[config.mk]
export PLATFORM = sky130hd
export DESIGN_NAME = load_store_unit
export DESIGN_NICKNAME = d
export VERILOG_FILES = /design/src/rtl/riscv_pkg.sv /design/src/rtl/lsu_load_align.sv /design/src/rtl/load_store_unit.sv
export SDC_FILE = /design/constraint.sdc
export NUM_CORES = 1
export LEC_CHECK = 0
export BUFFER_PORTS_ARGS = -buffer_cell sky130_fd_sc_hd__buf_4
export CORE_MARGIN = 3
export CORE_UTILIZATION = 49
export DETAILED_ROUTE_END_ITERATION = 6
export PLACE_DENSITY = 0.86
export SYNTH_ARGS = -nofsm -noshare
export SYNTH_HDL_FRONTEND = slang
export SYNTH_SLANG_ARGS = --single-unit
[constraint.sdc]
create_clock -name clk -period 2.55 [get_ports clk]
set_input_delay 0 -clock clk [delete_from_list [all_inputs] [get_ports clk]]
set_output_delay 0 -clock clk [all_outputs]
set_load 0.1 [all_outputs]
[src/rtl/riscv_pkg.sv]
// Shared RV32I load/store definitions: funct3 width codes, LSU state encoding
// and the pure helpers for byte-enable, store-lane and legality decode.
package riscv_pkg;

    localparam logic [2:0] F3_B  = 3'b000;
    localparam logic [2:0] F3_H  = 3'b001;
    localparam logic [2:0] F3_W  = 3'b010;
    localparam logic [2:0] F3_BU = 3'b100;
    localparam logic [2:0] F3_HU = 3'b101;

    typedef enum logic [1:0] {
        ST_IDLE = 2'd0,
        ST_REQ  = 2'd1,
        ST_WAIT = 2'd2
    } lsu_state_e;

    // funct3[1:0] encodes the access size: 00 byte, 01 half, 10 word.
    function automatic logic [3:0] lsu_byte_en(input logic [2:0] f3, input logic [1:0] off);
        logic [3:0] be;
        case (f3[1:0])
            2'b00:   be = 4'b0001 << off;
            2'b01:   be = off[1] ? 4'b1100 : 4'b0011;
            default: be = 4'b1111;
        endcase
        return be;
    endfunction

    function automatic logic [31:0] lsu_store_data(input logic [2:0] f3, input logic [31:0] wd);
        logic [31:0] d;
        case (f3[1:0])
            2'b00:   d = {4{wd[7:0]}};
            2'b01:   d = {2{wd[15:0]}};
            default: d = wd;
        endcase
        return d;
    endfunction

    function automatic logic lsu_illegal(input logic st, input logic [2:0] f3, input logic [1:0] off);
        logic bad;
        case (f3)
            F3_B, F3_BU: bad = 1'b0;
            F3_H, F3_HU: bad = off[0];
            F3_W:        bad = (off != 2'b00);
            default:     bad = 1'b1;
        endcase
        if (st && f3[2]) begin
            bad = 1'b1;
        end
        return bad;
    endfunction

endpackage

[src/rtl/lsu_load_align.sv]
// Combinational load extraction: shifts the read word down to the addressed
// lane and sign- or zero-extends according to funct3.
module lsu_load_align
    import riscv_pkg::*;
(
    input  logic [31:0] rdata,
    input  logic [1:0]  offset,
    input  logic [2:0]  funct3,
    output logic [31:0] data
);

    logic [31:0] shifted;

    assign shifted = rdata >> {offset, 3'b000};

    // Word loads are only legal at offset 0, so the shifted word equals rdata.
    always_comb begin
        data = 32'h0;
        case (funct3)
            F3_B:    data = {{24{shifted[7]}}, shifted[7:0]};
            F3_H:    data = {{16{shifted[15]}}, shifted[15:0]};
            F3_W:    data = shifted;
            F3_BU:   data = {24'h0, shifted[7:0]};
            F3_HU:   data = {16'h0, shifted[15:0]};
            default: data = 32'h0;
        endcase
    end

endmodule

[src/rtl/load_store_unit.sv]
// Single-outstanding RV32I load/store unit: IDLE -> REQ -> (WAIT) -> IDLE,
// with misaligned/illegal accesses answered by a fault pulse without a bus request.
module load_store_unit
    import riscv_pkg::*;
#(
    parameter int TAG_W = 5
) (
    input  logic             clk,
    input  logic             rst_n,
    input  logic             req_valid,
    output logic             req_ready,
    input  logic             is_store,
    input  logic [2:0]       funct3,
    input  logic [31:0]      addr,
    input  logic [31:0]      wdata,
    input  logic [TAG_W-1:0] tag_in,
    output logic             mem_req,
    output logic             mem_we,
    output logic [31:0]      mem_addr,
    output logic [3:0]       mem_be,
    output logic [31:0]      mem_wdata,
    input  logic             mem_gnt,
    input  logic             mem_rvalid,
    input  logic [31:0]      mem_rdata,
    output logic             resp_valid,
    output logic [31:0]      resp_data,
    output logic [TAG_W-1:0] resp_tag,
    output logic             fault
);

    lsu_state_e       state_q, state_d;
    logic             run_q;
    logic             store_q;
    logic [2:0]       f3_q;
    logic [31:0]      addr_q;
    logic [31:0]      wdata_q;
    logic [TAG_W-1:0] tag_q;

    logic             resp_valid_q, resp_valid_d;
    logic             fault_q, fault_d;
    logic [31:0]      resp_data_q, resp_data_d;
    logic [TAG_W-1:0] resp_tag_q, resp_tag_d;

    logic             accept;
    logic             illegal;
    logic [31:0]      load_data;

    // run_q keeps req_ready low while in reset and for the release cycle itself.
    assign req_ready = run_q && (state_q == ST_IDLE);
    assign accept    = req_valid && req_ready;
    assign illegal   = lsu_illegal(is_store, funct3, addr[1:0]);

    assign mem_req   = (state_q == ST_REQ);
    assign mem_we    = (state_q == ST_REQ) && store_q;
    assign mem_addr  = {addr_q[31:2], 2'b00};
    assign mem_be    = lsu_byte_en(f3_q, addr_q[1:0]);
    assign mem_wdata = lsu_store_data(f3_q, wdata_q);

    assign resp_valid = resp_valid_q;
    assign fault      = fault_q;
    assign resp_data  = resp_data_q;
    assign resp_tag   = resp_tag_q;

    lsu_load_align u_align (
        .rdata  (mem_rdata),
        .offset (addr_q[1:0]),
        .funct3 (f3_q),
        .data   (load_data)
    );

    always_comb begin
        state_d      = state_q;
        resp_valid_d = 1'b0;
        fault_d      = 1'b0;
        resp_data_d  = 32'h0;
        resp_tag_d   = resp_tag_q;
        case (state_q)
            ST_IDLE: begin
                if (accept) begin
                    if (illegal) begin
                        resp_valid_d = 1'b1;
                        fault_d      = 1'b1;
                        resp_tag_d   = tag_in;
                    end else begin
                        state_d = ST_REQ;
                    end
                end
            end
            ST_REQ: begin
                if (mem_gnt) begin
                    if (store_q) begin
                        state_d      = ST_IDLE;
                        resp_valid_d = 1'b1;
                        resp_tag_d   = tag_q;
                    end else if (mem_rvalid) begin
                        state_d      = ST_IDLE;
                        resp_valid_d = 1'b1;
                        resp_data_d  = load_data;
                        resp_tag_d   = tag_q;
                    end else begin
                        state_d = ST_WAIT;
                    end
                end
            end
            ST_WAIT: begin
                if (mem_rvalid) begin
                    state_d      = ST_IDLE;
                    resp_valid_d = 1'b1;
                    resp_data_d  = load_data;
                    resp_tag_d   = tag_q;
                end
            end
            default: state_d = ST_IDLE;
        endcase
    end

    always_ff @(posedge clk or negedge rst_n) begin
        if (!rst_n) begin
            state_q      <= ST_IDLE;
            run_q        <= 1'b0;
            resp_valid_q <= 1'b0;
            fault_q      <= 1'b0;
            resp_data_q  <= 32'h0;
            resp_tag_q   <= '0;
        end else begin
            state_q      <= state_d;
            run_q        <= 1'b1;
            resp_valid_q <= resp_valid_d;
            fault_q      <= fault_d;
            resp_data_q  <= resp_data_d;
            resp_tag_q   <= resp_tag_d;
        end
    end

    always_ff @(posedge clk or negedge rst_n) begin
        if (!rst_n) begin
            store_q <= 1'b0;
            f3_q    <= 3'b000;
            addr_q  <= 32'h0;
            wdata_q <= 32'h0;
            tag_q   <= '0;
        end else if (accept) begin
            store_q <= is_store;
            f3_q    <= funct3;
            addr_q  <= addr;
            wdata_q <= wdata;
            tag_q   <= tag_in;
        end
    end

endmodule

; After elaboration in Yosys (flattened, before gate mapping)
; Cells that the tools add are included.
[word_totals]
elab_cells = 73
reg_bits = 115
out_inout_bits = 110
in_bits = 110
[classes]
n_reduce_logical = 14
eq_ne = 16
shifts = 2
n_mux = 30
[ops]
columns = operator, count
row1 = case mux 32 bit (5 select lines), 1
row2 = case mux 32 bit (2 select lines), 2
row3 = 2-to-1 mux 32 bit, 3
row4 = >> shifter 32 x 5 -> 32 bit, 1
row5 = 2-to-1 mux 5 bit, 5
row6 = case mux 5 bit (3 select lines), 1
row7 = == test 3 bit (second input constant), 4
row8 = 2-to-1 mux 2 bit, 6
row9 = != test 2 bit (second input constant), 4
row10 = case mux 4 bit (2 select lines), 1
row11 = AND reduction 4 bit, 2
row12 = 2-to-1 mux 1 bit, 7
row13 = == test 3 x 1 -> 1 bit (second input constant), 2
row14 = == test 3 x 2 -> 1 bit (second input constant), 2
row15 = logical NOT 3 bit, 2
row16 = case mux 1 bit (3 select lines), 2
row17 = case mux 2 bit (3 select lines), 1
row18 = == test 2 x 1 -> 1 bit (second input constant), 2
row19 = logical AND 1 bit, 4
row20 = logical NOT 2 bit, 2
row21 = 2-to-1 mux 4 bit, 1
row22 = OR reduction 2 bit, 2
row23 = left shift 1 x 2 -> 4 bit (first input constant), 1
row24 = nonzero test 3 bit, 1
row25 = other kinds (3), 3

; Depth between registers and ports, before layout
[logic_depth]
word_depth = 7
ltp_mapped = 7
ltp_nobuf = 6

; Cells and area by module
; A second synthesis with hierarchy kept.
[hier_totals]
hier_cells = 484
area_unflattened_um2 = 5825.6
[by_module_without_submodules]
columns = module, seq_area_each_um2, n_inst, cells_each, area_per_inst_um2
row1 = load_store_unit, 2877.8, 1, 375, 5022.3
row2 = lsu_load_align, 0.0, 1, 109, 803.3

; Least setup slack after synthesis
; OpenSTA, ideal clock, no wires.
[synth_path]
path_type = flip-flop to flip-flop
startpoint = register state_q[1]
endpoint = register resp_tag_q[0], in the netlist resp_tag[0]
synth_period_minus_slack_ns = 3.105
setup_slack_ns = -0.555
required_ns = 2.481
path_buffers = 0
path_stages_with_launch = 7
t_arrival_ns = 3.036
cell_sequence = dfrtp_1 inv_1 ha_1 and2_1 o21ai_0 nor4b_1 a221o_1
[synth_via]
elab_cells_between_ends = 11
cone_classes = 5 x eq/ne / 1 x mux / 5 x reduce/logical
[synth_lines]
columns = item, line
row1 = start: declaration, load_store_unit.sv:31  ; lsu_state_e state_q, state_d;
row2 = start signal: assignment, load_store_unit.sv:126  ; state_q <= state_d;
row3 = == test 2 x 1 -> 1 bit *, n/a
row4 = net mem_req, load_store_unit.sv:17  ; output logic mem_req,
row5 = != test 2 x 1 -> 1 bit (no line) or nonzero test 3 bit (tied branches), n/a
row6 = AND reduction 4 bit (no line), n/a
row7 = end signal: assignment, load_store_unit.sv:131  ; resp_tag_q <= resp_tag_d;
row8 = end: declaration, load_store_unit.sv:42  ; logic [TAG_W-1:0] resp_tag_q, resp_tag_d;
; The timed path passes the listed nets; every way through them passes the cells marked *.
; A chain may end at the register's enable or synchronous reset.

; Final worst setup path
[layout_path]
startpoint = register f3_q[0]
endpoint = output port mem_wdata[15]
[layout_via]
elab_chain_len = 2
elab_cells_between_ends = 3
cone_classes = 1 x eq/ne / 1 x mux / 1 x reduce/logical
[layout_rtl]
columns = item, line
row1 = start: declaration, load_store_unit.sv:34  ; logic [2:0] f3_q;
row2 = start signal: assignment, load_store_unit.sv:144  ; f3_q <= funct3;
row3 = == test 2 x 1 -> 1 bit or logical NOT 2 bit (tied branches), riscv_pkg.sv:30  ; case (f3[1:0])
row4 = case mux 32 bit (2 select lines) *, riscv_pkg.sv:30
row5 = end: declaration, load_store_unit.sv:21  ; output logic [31:0] mem_wdata,
; Mark *: on every way between the ends. The rest lies on a longest branch, timed or not.

==> flow_summary.yaml <==
floorplan:
  die_h_um: 114
  pin_count: 220
  die_area_um2: 12900
  chipWidth_um: 114
  coreArea_um2: 11100
  rows: 38
  start_util_pct: 51.2
critical_path:
  crit_path_start_kind: "flip-flop"
  worstSetupPathType: "reg2out"
  crit_fanout: 12
  worst_ep_required_time_ps: 2550
  cp_data_arrival_time_ps: 2150
  critPathCaptureType: "output port"
grt:
  grt_max_degree: 66
  grt_pass1_vias: 5230
  met2_usage_pct: 48.8
  antenna_found_initial: 0
  gr-usage-met1_pct: 31.4
  grt_pass1_wl_um: 27800
  grt_util_all_layers_pct: 27.6
  grt_util_met3_pct: 7.06
  grt-busiest-layer: "met2"
  grt-ovfl-total: 0
finish:
  syn2layout_area_growth_pct: 55.1
  final_core_util_pct: 79.4
  drive_gt1_share_pct: 48.8
  diodes: 0
  final_cells: 900
  fin_area_um2: 8790
  final_nets: 861
placement:
  gp_routability_congestion: 0.859
  placed_area_um2: 7180
  port_buffers: 217
  dp_hpwl_um: 10500
  dp_cells: 775
sta:
  rsz0062_at_grt: "no"
  fin_crit_sh_pct: 84.4
  tns_ps: 0
  slew_headroom_pct: 42.2
  clock_skew_ps: 12.9
  fmax_ghz: 0.465
  hold_violations: 0
  drv_slew: 0
  setup_viol: 0
  worst_pin_slew_ps: 867
  min_period_ps: 2150
clock_tree:
  cts-buffers-inserted: 17
  clk_pin_slew_worst_paths_ps: 50
  htreeDepth: 4
  clock_path_buffers: 2
  cts_hold_buf: 93
  clk-insertion-delay-late_ps: 420
  ctsResizeCount: 0
  tritoncts: "built"
  cts.sinks: 115
  postCtsSetupRepairBufs: 0
  root_buffer: "clkbuf_16"
yosys:
  post_synth.cell_area_avg_um2: 12.0
  yosysSeqAreaShare_pct: 50.8
  synthCells: 471
  synth_edf_count: 0
  async_flop_share_pct: 100
  ys.flop_type: "dfrtp_1"
  yosys_warnings: 0
  ys_types: 41
  netlist_area_um2: 5670
  synth_seq_cells: 115
detailed_routing:
  routedWlPerCell_um: 19.1
  ant_nets: 0
  wl_um: 17200
  drc: 0
  vias: 4807
  drt_iter0_markers: 232
  viasPerCell: 5.34
  first_pass_iters: 4
run_status:
  outcome: "finished, final reports clean"
hold_path:
  hold_path_class: "in2reg"
run:
  max-cap-violations: 0
synth_stat cells (5+ instances only):
master	instances	area, um^2
a21oi_1	27	135
nand2b_1	6	37.5
buf_2	16	80.1
o21ai_0	18	90.1
mux2i_1	28	280
nor4b_1	5	43.8
dfrtp_1	115	2880
nor2_1	23	86.3
a211oi_1	7	52.6
and2_1	10	62.6
mux2_2	99	1110
a221o_1	5	50.1
buf_4	42	315
nand2_1	27	101
clkbuf_1	7	26.3
worst paths after layout:
check / start / end / slack, ps / cells past startpoint
worst max-delay path: f3_q[0]$_DFFE_PN0P_ / mem_wdata[15] / 400 / 5
max in group asynchronous: rst_n / resp_data[28]$_DFF_PN0_ / 1530 / 3
worst max register to register: addr_q[0]$_DFFE_PN0P_ / resp_data[5]$_DFF_PN0_ / 480 / 4
worst min register to register: tag_q[3]$_DFFE_PN0P_ / tag_q[3]$_DFFE_PN0P_ / 500 / 1
worst min-delay path: mem_rdata[2] / resp_data[2]$_DFF_PN0_ / 20 / 3
min in group asynchronous: rst_n / addr_q[20]$_DFFE_PN0P_ / 250 / 2
area by class of cell:
class | count | area [um^2]
multi-input cells | 288 | 2370
inverters | 3 | 11.3
clock buffers | 19 | 453
well taps | 140 | 175
fillers | 609 | 2290
flip-flops and latches | 115 | 2880
repair buffers | 322 | 2680
clock inverters | 13 | 230
per-layer routing:
metal | routed length, um | part of all wire, %
met3 | 1400 | 8.2
met4 | 485 | 2.8
met1 | 6370 | 37
met2 | 8950 | 52
met5 | 0 | 0
cells in the final DEF (no fill, tap or decap), types with 3 or more instances in the layout:
| master | n |
|---|---|
| clkbuf_16 | 17 |
| nor2b_1 | 3 |
| mux2_2 | 99 |
| o21ai_1 | 8 |
| and2_1 | 9 |
| buf_4 | 227 |
| nor2_1 | 23 |
| a21oi_1 | 27 |
| a221o_1 | 5 |
| bufinv_16 | 6 |
| mux2i_1 | 28 |
| nand2b_1 | 6 |
| o21ai_0 | 10 |
| clkinvlp_4 | 3 |
| a211oi_1 | 7 |
| dlygate4sd3_1 | 93 |
| nor4b_1 | 5 |
| dfrtp_1 | 115 |
| conb_1 | 3 |
| ha_1 | 3 |
| nand2_1 | 27 |
kinds of logic after synthesis:
group                    synth area share, %
multiplexers                            24.6
flip-flops                              50.8
AND/OR/NAND/NOR                         7.90
AO/OA/AOI/OAI                           7.99
buffers and inverters                   7.70
adder cells (fa/ha/maj)                0.883
other                                  0.132
worst max-delay path, stage by stage (launching register included):
cell     delay [ps]
dfrtp_1         540
buf_4           290
nor2_1          100
buf_4           190
mux2_2          380
buf_4           240
stage by stage:
step | setup slack, ps | hold WS [ps]
after floorplan | 164 | -296
after global placement | 616 | 147
after detailed placement | 544 | 157
after CTS | 394 | 1.90
after global routing | 326 | 16.8
final | 397 | 24.2
state kept, by name, indices dropped and copies added (netlist names):
register,cells
store_q,1
resp_tag,5
f3_q,3
run_q,1
state_q,2
resp_valid,1
tag_q,5
resp_data,32
fault,1
wdata_q,32
addr_q,32
Power is left out: the tool's default activity adds up to more than one toggle a clock period on the data nets, which glitch-free logic cannot reach.
